==> src/rtl/x74595.sv <==
// x74595: serial-in, parallel-out shift register with a separate output
// storage register, modelled on a 74x595. Bits shift into sr one per cycle.
// A latch copies sr into st in a single edge, so downstream logic never sees
// a partially loaded word.
//
// Optional feature macro: X74595_AUTOLATCH_EN
//   When defined, the shift that completes a full word also latches it.
//   That shift stores the post-shift value and clears the counter, so full
//   never reads high. latch_en still works for early or partial latches.
module x74595 #(
    parameter int WIDTH = 8
) (
    input  logic             clk,
    input  logic             rst_n,
    input  logic             ser,
    input  logic             shift_en,
    input  logic             latch_en,
    input  logic             oe_n,
    output logic [WIDTH-1:0] q,
    output logic             qh_ser,
    output logic             full,
    inout  wire              _vss,
    inout  wire              _vdd
);

    localparam int CW = $clog2(WIDTH + 1);
    localparam logic [CW-1:0] CNT_MAX = CW'(WIDTH);

    logic [WIDTH-1:0] sr;
    logic [WIDTH-1:0] st;
    logic [CW-1:0]    cnt;

    logic [WIDTH-1:0] sr_next;
    logic [CW-1:0]    cnt_next;
    logic             auto_latch;
    logic             do_latch;

    // The power pins carry no logic. They are gathered here only so that
    // they are visibly accounted for.
    wire unused_power = _vss ^ _vdd;

    // Next-state decode: the post-shift word, the saturating count and the
    // latch decision, which also covers the auto-latch case.
    always_comb begin
        // NOTE: every signal gets a default before any branch, so no path
        // leaves a signal unassigned and no latch is inferred.
        sr_next    = sr;
        cnt_next   = cnt;
        auto_latch = 1'b0;

        if (shift_en) begin
            sr_next = {sr[WIDTH-2:0], ser};
            if (cnt != CNT_MAX) begin
                cnt_next = cnt + 1'b1;
            end
        end

`ifdef X74595_AUTOLATCH_EN
        // The shift that would make the count reach WIDTH latches the word.
        auto_latch = shift_en && (cnt == CNT_MAX - 1'b1);
`endif

        do_latch = latch_en | auto_latch;

        // A latch stores the post-shift word and restarts the count.
        if (do_latch) begin
            cnt_next = '0;
        end
    end

    // State registers. Reset clears all state at once and discards any
    // partially shifted word.
    always_ff @(posedge clk or negedge rst_n) begin
        // NOTE: sequential state uses non-blocking assignments only. Each
        // register then samples the pre-edge value of the others, which
        // matches the hardware.
        if (!rst_n) begin
            sr  <= '0;
            st  <= '0;
            cnt <= '0;
        end else begin
            sr  <= sr_next;
            cnt <= cnt_next;
            if (do_latch) begin
                st <= sr_next;
            end
        end
    end

    // Outputs. The output enable gates only the pins and never touches st.
    // full is decoded from the registered count.
    always_comb begin
        q      = oe_n ? '0 : st;
        qh_ser = sr[WIDTH-1];
        full   = (cnt == CNT_MAX);
    end

endmodule

==> config.mk <==
export PLATFORM = sky130hd
export DESIGN_NAME = x74595
export DESIGN_NICKNAME = d
export VERILOG_FILES = /design/src/rtl/x74595.sv
export SDC_FILE = /design/constraint.sdc
export NUM_CORES = 1
export LEC_CHECK = 0
export ABC_CLOCK_PERIOD_IN_PS = 4200
export CELL_PAD_IN_SITES_DETAIL_PLACEMENT = 0
export CELL_PAD_IN_SITES_GLOBAL_PLACEMENT = 2
export CORE_MARGIN = 2
export CORE_UTILIZATION = 36
export DETAILED_ROUTE_END_ITERATION = 12
export GPL_TIMING_DRIVEN = 0
export PLACE_DENSITY_LB_ADDON = 0.05
export SLEW_MARGIN = 20
export SYNTH_ARGS = -nofsm -noshare
export SYNTH_HDL_FRONTEND = slang
export SYNTH_SLANG_ARGS = --single-unit
==> constraint.sdc <==
create_clock -name clk -period 4.2 [get_ports clk]
set_clock_uncertainty 0.2 [all_clocks]
set_input_delay 1.26 -clock clk [delete_from_list [all_inputs] [get_ports clk]]
set_output_delay 1.26 -clock clk [all_outputs]
set_load 0.05 [all_outputs]
[Word-level counts from Yosys, hierarchy flattened]
Cells that the tools add are included.
Cells by class
  order comparisons: 0
  shift-type cells: 0
  divide/modulo/power cells: 0
  equal/unequal tests: 2
  $mul: 0
  bitwise logic cells: 0
  reduce and logical (&&, ||, !) cells: 3
  $add $sub $neg: 1
  muxes and demuxes: 5
Operator list (count)
  2-to-1 mux 8 bit: 2
  2-to-1 mux 4 bit: 3
  adder 4 x 1 -> 4 bit, second input constant: 1
  == test 4 bit, second input constant: 1
  inequality test 4 bit, second input constant: 1
  nonzero test 2 bit: 2
  AND reduction 2 bit: 1
Word-level totals
  memory bits (read-only): 0
  input port bits: 6
  latch bits: 0
  word-level logic and storage cells: 14
  memory bits (writable): 0
  register bits after elaboration: 20
  memories: 0
  output and inout bits: 12

[Logic depth before layout (Yosys ltp)]
  depth after elaboration: 4
  gate-level depth with buffers: 5
  mapped depth without buffers: 5

[Worst setup path after synthesis]
Ideal clock, no wire load.
  path kind: input to output
  start point: input port oe_n
  end point: output port q[0]
  cell stages on the path: 1
  arrival time: 1.949 ns
  path buffers: 0
  required time: 2.740 ns
  slack: 0.791 ns
  cells stage by stage: nor2b_1
On the way
  cells in the longest elaborated chain, start to end: 1
RTL lines
  from (decl): line 18  | input logic oe_n,
  2-to-1 mux 8 bit: line 93  | q = oe_n ? '0 : st;
  to (decl): line 19  | output logic [WIDTH-1:0] q,
No other way between the ends.

[Final worst setup path]
  start point: input port oe_n
  end point: output port q[2]
The elaborated chain is that of the path after synthesis.

==> flow_metrics.py <==
metrics = {
    "status": {
        "status": "completed",
    },
    "pwr": {
        "p_leak_uw": 0.000532,
        "powerDensity_nw_per_um2": 495,
        "peakVddDrop_uv": 404,
    },
    "synthesis": {
        "yosysUniqueCellTypes": 18,
        "syn_area_per_cell_um2": 13.8,
        "syn_nets": 76,
        "ys_ff_latch": 20,
        "yosys_warnings": 0,
        "ys_seq_area_share_pct": 55.0,
        "syn_area_um2": 910,
        "syn_inst": 66,
    },
    "cells_and_area": {
        "layout_commonest_cell": "dfrtp_1",
        "final_cell_area_um2": 1120,
        "nets": 96,
        "synthToLayoutAreaGrowth_pct": 23.5,
        "final_cells": 115,
        "layout_common_cells": "dfrtp_1, mux2_2, nor2b_1, dlygate4sd2_1",
        "diodes": 0,
        "layout-drive-gt1-share_pct": 28.2,
    },
    "sta": {
        "hold_viol": 0,
        "untimed_endpoints": 2,
        "slew_headroom_pct": 42.2,
        "worstMarginPinSlew_ps": 864,
        "setup_viol": 0,
        "rsz0062_at_grt": "false",
        "period_needed_ps": 4000,
        "post-route-period-util_pct": 95.1,
        "slew_viol_final": 0,
        "timing.fmax_ghz": 0.250,
    },
    "detailed_routing": {
        "wl_mm": 1.43,
        "drt_pass1_iterations": 4,
        "drcViolationCount": 0,
        "first_iter_violations": 2,
        "vias": 532,
        "wl_per_cell_um": 12.4,
        "drt-vias-per-instance": 4.63,
        "postRouteAntennaNets": 0,
    },
    "global_routing": {
        "grtUsageMet2_pct": 16.9,
        "busiest_layer": "met2",
        "grt_max_degree": 21,
        "grt_first_pass_wirelength_mm": 2.38,
        "grt_usage_pct": 12.0,
        "grtUsageMet3_pct": 5.74,
        "grt-ovfl-total": 0,
        "grtUsageMet1_pct": 16.7,
        "grt_pass1_vias": 517,
        "antenna_found_initial": 0,
    },
    "floorplan": {
        "die_x_um": 54.3,
        "die_h_um": 54.3,
        "start_util_pct": 37.4,
        "dieArea_um2": 2940,
        "design.core.area_um2": 2430,
        "ios": 18,
        "row_count": 18,
    },
    "place": {
        "postPlaceCellArea_um2": 1100,
        "io_buffer_count": 15,
        "gp_congestion": 0.703,
        "dp.cells": 111,
    },
    "setup_path": {
        "cp-start-kind": "input pin",
        "arrival_ps": 2540,
        "cp_max_fo": 8,
        "required_ps": 2740,
        "critPathKind": "input pin to output port",
        "end_kind": "output port",
    },
    "run": {
        "drv_cap": 0,
    },
    "clocking": {
        "cts_tree": "done",
        "cts_root_buffer": "clkbuf_4",
        "htreeDepth": 1,
        "path_clk_slew_ps": 110,
        "clk_latency_ps": 300,
        "clockBufferDepth": 2,
        "cts_sinks": 20,
        "numCtsBuffers": 3,
    },
    "min_path": {
        "min_path_type": "register to register",
    },
}
logic make-up after synthesis:
group	count (synthesis)	synth area share, %
xor gates and xnor gates	1	0.963
adders and majority gates	2	2.75
and+or+nand+nor	19	12.2
buffers and inverters	4	2.61
DFF	20	55.0
muxes	18	25.0
AOI/OAI and AO/OA	2	1.38
worst paths after layout:
kind | startpoint | end | slack (ps) | cells after the start
hold reg to reg | st[3] | st[3] | 310 | 1
setup reg to reg | cnt[0] | cnt[0] | 2620 | 5
min in group asynchronous | rst_n | cnt[1] | 1240 | 1
hold / removal | st[3] | st[3] | 310 | 1
max in group asynchronous | rst_n | st[6] | 2020 | 1
setup / recovery | oe_n | q[2] | 200 | 3
flip-flops by register name, indices dropped and copies added, names as in the netlist:
register and count:
sr 8, st 8, cnt 4
synthesized netlist by cell type (all sizes together):
| cell | n | area [um2] |
|---|---|---|
| o21a | 1 | 7.51 |
| ha | 2 | 25.0 |
| nand2b | 2 | 12.5 |
| mux2 | 17 | 218 |
| xor2 | 1 | 8.76 |
| dfrtp | 20 | 500 |
| nor2b | 8 | 50.1 |
| buf | 2 | 16.3 |
| a21oi | 1 | 5.00 |
| or3b | 1 | 8.76 |
| inv | 2 | 7.51 |
| nand2 | 3 | 18.8 |
| nand4 | 1 | 6.26 |
| nor2 | 4 | 15.0 |
| mux2i | 1 | 10.0 |
per-layer routing:
metal  up-vias  wire length (um)
met1       258               717
li1        259                 -
met3         2                79
met4         0                13
met5         -                 0
met2        13               616
layout make-up:
| class | instances | area [um2] |
|---|---|---|
| fill | 247 | 1310 |
| sequential | 20 | 500 |
| tap | 30 | 37.5 |
| inverter | 2 | 7.51 |
| multi-input combinational | 42 | 385 |
| timing repair buffer | 15 | 140 |
| buffer | 2 | 16.3 |
| clock buffer | 4 | 36.3 |
critical path: stages:
cell             delay [ps]
clkdlybuf4s50_1         570
nor2b_1                 170
dlygate4sd2_1           540
per-stage QoR:
step / hold slack (ps) / setup TNS [ps] / total power [uW] / setup slack (ps) / utilization, %
floorplan: 273 / 0 / 403 / 791 / -
global placement: 283 / -767 / 461 / -106 / 45.1
detailed placement: 289 / -763 / 463 / -104 / 45.1
CTS: 314 / 0 / 563 / 172 / 46.2
global route: 328 / 0 / 590 / 107 / 46.2
finish: 313 / 0 / 556 / 204 / 46.2
power by group:
part | total [uW] | internal [uW] | leakage [uW] | switching (uW)
sequential | 262 | 239 | 0.000244 | 23.3
combinational | 185 | 82.1 | 0.000268 | 103
clock | 109 | 52.9 | 0.0000210 | 56.1
total | 556 | 374 | 0.000532 | 183
timing repair:
action                                  in CTS  in global routing
resized for setup                            8                  0
endpoints found under the hold margin        0                  0
buffers inserted                             0                  0
endpoints found under the setup margin       8                  0
hold buffers                                 0                  0
Note: power is estimated with default switching activity, not from simulation.
